===== src/rtl/data_mem_if.sv =====
// Load/store bus between the MEM stage and data_mem.
// addr_err exists only when DATA_MEM_RANGE_CHECK_EN is defined.
interface data_mem_if #(
   parameter int unsigned WORD_LEN = 32
);
   logic                writeEn;
   logic                readEn;
   logic [WORD_LEN-1:0] address;
   logic [WORD_LEN-1:0] dataIn;
   logic [WORD_LEN-1:0] dataOut;
`ifdef DATA_MEM_RANGE_CHECK_EN
   logic                addr_err;

   modport master (output writeEn, readEn, address, dataIn, input dataOut, addr_err);
   modport slave  (input writeEn, readEn, address, dataIn, output dataOut, addr_err);
`else
   modport master (output writeEn, readEn, address, dataIn, input dataOut);
   modport slave  (input writeEn, readEn, address, dataIn, output dataOut);
`endif
endinterface


===== src/rtl/data_mem.sv =====
// Word-organised data memory for the MEM stage: synchronous write, combinational read.
// Define DATA_MEM_RANGE_CHECK_EN to add addr_err and block out-of-range accesses.
module data_mem #(
   parameter int unsigned WORD_LEN  = 32,
   parameter int unsigned DEPTH     = 64,
   parameter int unsigned BASE_ADDR = 1024
) (
   input  logic      clk,
   input  logic      rst,
   data_mem_if.slave bus
);
   localparam int unsigned IDX_W = $clog2(DEPTH);

   logic [WORD_LEN-1:0] mem [DEPTH];
   logic [WORD_LEN-1:0] offset;
   logic [IDX_W-1:0]    index;
   logic                in_range;

   // Unsigned wrap makes addresses below BASE_ADDR land far above the window.
   assign offset = bus.address - WORD_LEN'(BASE_ADDR);
   assign index  = offset[IDX_W+1:2];

`ifdef DATA_MEM_RANGE_CHECK_EN
   assign in_range     = (offset < WORD_LEN'(4 * DEPTH));
   assign bus.addr_err = (bus.readEn | bus.writeEn) & ~in_range;
`else
   logic unused_bits;
   assign unused_bits = ^{offset[WORD_LEN-1:IDX_W+2], offset[1:0]};
   assign in_range    = 1'b1;
`endif

   always_ff @(posedge clk) begin
      if (rst) begin
         for (int unsigned i = 0; i < DEPTH; i++) begin
            mem[i] <= '0;
         end
      end else if (bus.writeEn && in_range) begin
         mem[index] <= bus.dataIn;
      end
   end

   always_comb begin
      bus.dataOut = '0;
      if (bus.readEn && in_range) begin
         bus.dataOut = mem[index];
      end
   end
endmodule


===== src/flat_wrapper.sv =====
// flat-port wrapper written by rule: the top's interface ports become plain ports
module data_mem_flat 
#(
   parameter int unsigned WORD_LEN  = 32,
   parameter int unsigned DEPTH     = 64,
   parameter int unsigned BASE_ADDR = 1024
)
  (clk, rst, bus_writeEn, bus_readEn, bus_address, bus_dataIn, bus_dataOut);
  data_mem_if #(.WORD_LEN(WORD_LEN)) bus_i ();
  input  logic clk;
  input  logic rst;
  input wire logic [$bits(bus_i.writeEn)-1:0] bus_writeEn;
  input wire logic [$bits(bus_i.readEn)-1:0] bus_readEn;
  input wire logic [$bits(bus_i.address)-1:0] bus_address;
  input wire logic [$bits(bus_i.dataIn)-1:0] bus_dataIn;
  output wire logic [$bits(bus_i.dataOut)-1:0] bus_dataOut;
  assign bus_i.writeEn = bus_writeEn;
  assign bus_i.readEn = bus_readEn;
  assign bus_i.address = bus_address;
  assign bus_i.dataIn = bus_dataIn;
  assign bus_dataOut = bus_i.dataOut;
  data_mem #(.WORD_LEN(WORD_LEN), .DEPTH(DEPTH), .BASE_ADDR(BASE_ADDR)) u_core (.clk(clk), .rst(rst), .bus(bus_i));
endmodule

===== config.mk =====
export PLATFORM = sky130hd
export DESIGN_NAME = data_mem_flat
export DESIGN_NICKNAME = d
export VERILOG_FILES = /design/src/rtl/data_mem_if.sv /design/src/rtl/data_mem.sv /design/src/flat_wrapper.sv
export SDC_FILE = /design/constraint.sdc
export NUM_CORES = 2
export LEC_CHECK = 0
export ABC_AREA = 1
export BUFFER_PORTS_ARGS = -buffer_cell sky130_fd_sc_hd__buf_4
export CORE_MARGIN = 3
export CORE_UTILIZATION = 50
export DETAILED_ROUTE_END_ITERATION = 6
export PLACE_DENSITY = 0.65
export SLEW_MARGIN = 20
export SYNTH_ARGS = -nofsm -noshare
export SYNTH_HDL_FRONTEND = slang
export SYNTH_SLANG_ARGS = --single-unit

===== constraint.sdc =====
create_clock -name clk -period 5.28 [get_ports clk]
set_input_delay 1.056 -clock clk [delete_from_list [all_inputs] [get_ports clk]]
set_output_delay 1.056 -clock clk [all_outputs]
set_load 0.05 [all_outputs]

==> impl_metrics.py <==
metrics = {
    "status": {
        "status": "finished clean",
    },
    "synthesis": {
        "synth_area_leaders": "edfxtp_1 65%, nand2_1 23%, nor2_1 8.4%, clkbuf_1 2.7%, buf_2 0.59%",
        "synth_seq_area_share_pct": 64.6,
        "synthSimpleGateAreaFrac_pct": 31.5,
        "yosysUniqueCellTypes": 17,
        "ys_warn_count": 0,
        "synth-xor-area-share_pct": 0,
        "syn_avg_cell_area_um2": 8.69,
        "synthAdderAreaFrac_pct": 0,
        "synth-compound-area-share_pct": 0.271,
        "yosys.area.top_type_share_pct": 64.6,
        "synthCells": 11000,
        "syn_nets": 11000,
        "syn-cell-area_um2": 95200,
        "synth_top_family_by_area": "simple AND/OR/NAND/NOR gates",
        "yosys_register_bits": 2048,
        "muxShareOfSynthArea_pct": 0,
        "yosysTopAreaCell": "edfxtp_1",
    },
    "floorplanning": {
        "io_pins": 100,
        "rows": 159,
        "initial_core_util_pct": 50.5,
        "dieHeight_um": 442,
        "core-area_um2": 189000,
        "die-area_um2": 196000,
        "die_w_um": 442,
    },
    "global_route": {
        "grt_pass1_wl_mm": 441,
        "grt_pass1_vias": 67500,
        "gr-total-overflow": 0,
        "grt_antenna_before_repair": 10,
        "grt_max_degree": 118,
        "track_usage_pct": 30.1,
    },
    "power": {
        "power.density_nw_per_um2": 351,
        "power.total_mw": 37.0,
        "p_leak_nw": 46.7,
        "vdd_ir_drop_max_mv": 0.293,
    },
    "cells_and_area": {
        "reg.largest.list": "u_core.mem: 2048 flops",
        "final_cell_mix": "5818 x nand2_1, 2129 x nor2_1, 2048 x edfxtp_1, 319 x buf_4, 215 x clkbuf_16",
        "drive_gt1_share_pct": 6.45,
        "finalNonFillerCells": 13400,
        "nFillCells": 16600,
        "fin_util_pct": 55.9,
        "multiInputGateArea_um2": 30300,
        "largest_register": "u_core.mem",
        "register_area_um2": 61500,
        "areaGrowthSynthToFinish_pct": 10.7,
        "final_common_cell": "nand2_1",
        "layout.nets": 10800,
        "largest_reg_flops": 2048,
    },
    "job": {
        "max_cap_viol_count": 0,
    },
    "worst_setup_path": {
        "path_class": "in2out",
        "cp.required_ps": 4220,
        "worstSetupEndpointType": "output port",
        "start_kind": "input port",
        "worstPathArrival_ps": 4180,
        "path_max_fanout": 30,
    },
    "placed_design": {
        "portBuffers": 73,
        "placedCellCount": 13000,
        "hpwl_mm": 179,
        "gp_congestion": 1.03,
    },
    "drt": {
        "wl_per_cell_um": 22.5,
        "drc": 0,
        "routed_via_density": 5.48,
        "wl_met3_mm": 32.1,
        "drt_iter0_markers": 9876,
        "vias": 73500,
        "drt-total-wl_mm": 301,
        "drt-met1-wl_mm": 119,
        "maxUsedRoutingLayer": "met5",
        "first_pass_iters": 6,
        "ant_nets": 0,
        "wl_met2_mm": 133,
    },
    "hold_path": {
        "min_path_type": "in2reg",
    },
    "sta": {
        "slew_viol_final": 0,
        "period_share_pct": 99.1,
        "setup_tns_ps": 0,
        "hold_viol": 0,
        "worst_pin_slew_ps": 1150,
        "setup_viol": 0,
        "fmax_mhz": 191,
        "slew_headroom_pct": 23.3,
        "rsz0062_at_grt": "no",
        "fin_crit_ps": 5230,
    },
    "clocking": {
        "cts_tree": "built",
        "clockBufferDepth": 3,
        "cts_hold_buf": 0,
        "h-tree-depth": 4,
        "clkSinkCount": 2048,
        "cts.reportedPaths.clkPinSlew_ps": 60,
        "numCtsBuffers": 214,
        "clockRootBuffer": "clkbuf_16",
    },
}
worst paths after layout:
check                     startpoint                 to  slack [ps]  depth (start not counted)
worst max-delay path  bus_address[2]    bus_dataOut[20]          50                         15
worst min-delay path   bus_dataIn[2]  u_core.mem[19][2]         710                          3
power by group:
part	switching (mW)	internal [mW]
Clock	6.40	8.21
Sequential	0.220	18.7
Combinational	2.68	0.811
Total	9.30	27.7
worst max-delay path, stage by stage:
cell	delay, ps
buf_8	340
inv_8	260
buf_12	270
buf_12	180
nand2_1	70
nand2_1	50
nand2_1	80
nand2_1	70
nand2_1	90
nand2_1	130
nand2_1	80
nand2_1	220
nor2_1	650
a21oi_1	270
buf_4	250
synth_stat cells:
library cell  instances
nor3_1               12
buf_2               113
nor4_2                2
o211ai_1              7
nor2_1             2130
inv_2                34
nand2_1            5818
clkbuf_1            680
nand3_1               8
nor4_1                3
nor3_2                2
or2_2                 4
inv_1                21
a21oi_1              32
o21ai_0               9
edfxtp_1           2048
buf_1                29
cell families (layout without fill, tap and decap cells):
kind of cell | count (synthesis) | count (layout)
flops | 2048 | 2048
buf+inv | 877 | 826
other cells | 0 | 2
compound gates | 48 | 48
simple gates | 7979 | 7979
timing repair:
| action | 4_1_cts | 5_1_grt |
|---|---|---|
| setup endpoints to repair | 0 | 1 |
| gates resized for setup | 0 | 1 |
| setup buffers | 0 | 0 |
metrics by stage:
stage / setup WS [ps] / cell area, µm² / hold WS (ps)
6_report: 48.4 / 105000 / 712
4_1_cts: 218 / 105000 / 667
3_5_place_dp: 216 / 98700 / 1580
2_1_floorplan: 1050 / 95200 / 1300
5_1_grt: 39.5 / 105000 / 704
3_3_place_gp: 233 / 98700 / 1580
area by class of cell:
type | count | share of cell area [%]
tap | 2495 | 2.96
timing repair buffer | 377 | 3.36
antenna | 2 | 0.00475
multi-input combinational | 8027 | 28.8
inverter | 55 | 0.255
clock inverter | 122 | 1.01
clock buffer | 272 | 5.31
sequential | 2048 | 58.3
metal layers:
layer,vias up,global-route usage [%]
met5,-,0
met2,3842,44.8
met1,35100,42.3
met3,583,5.74
li1,34000,-
met4,4,15.5
Power figures use the tool's default switching activity.
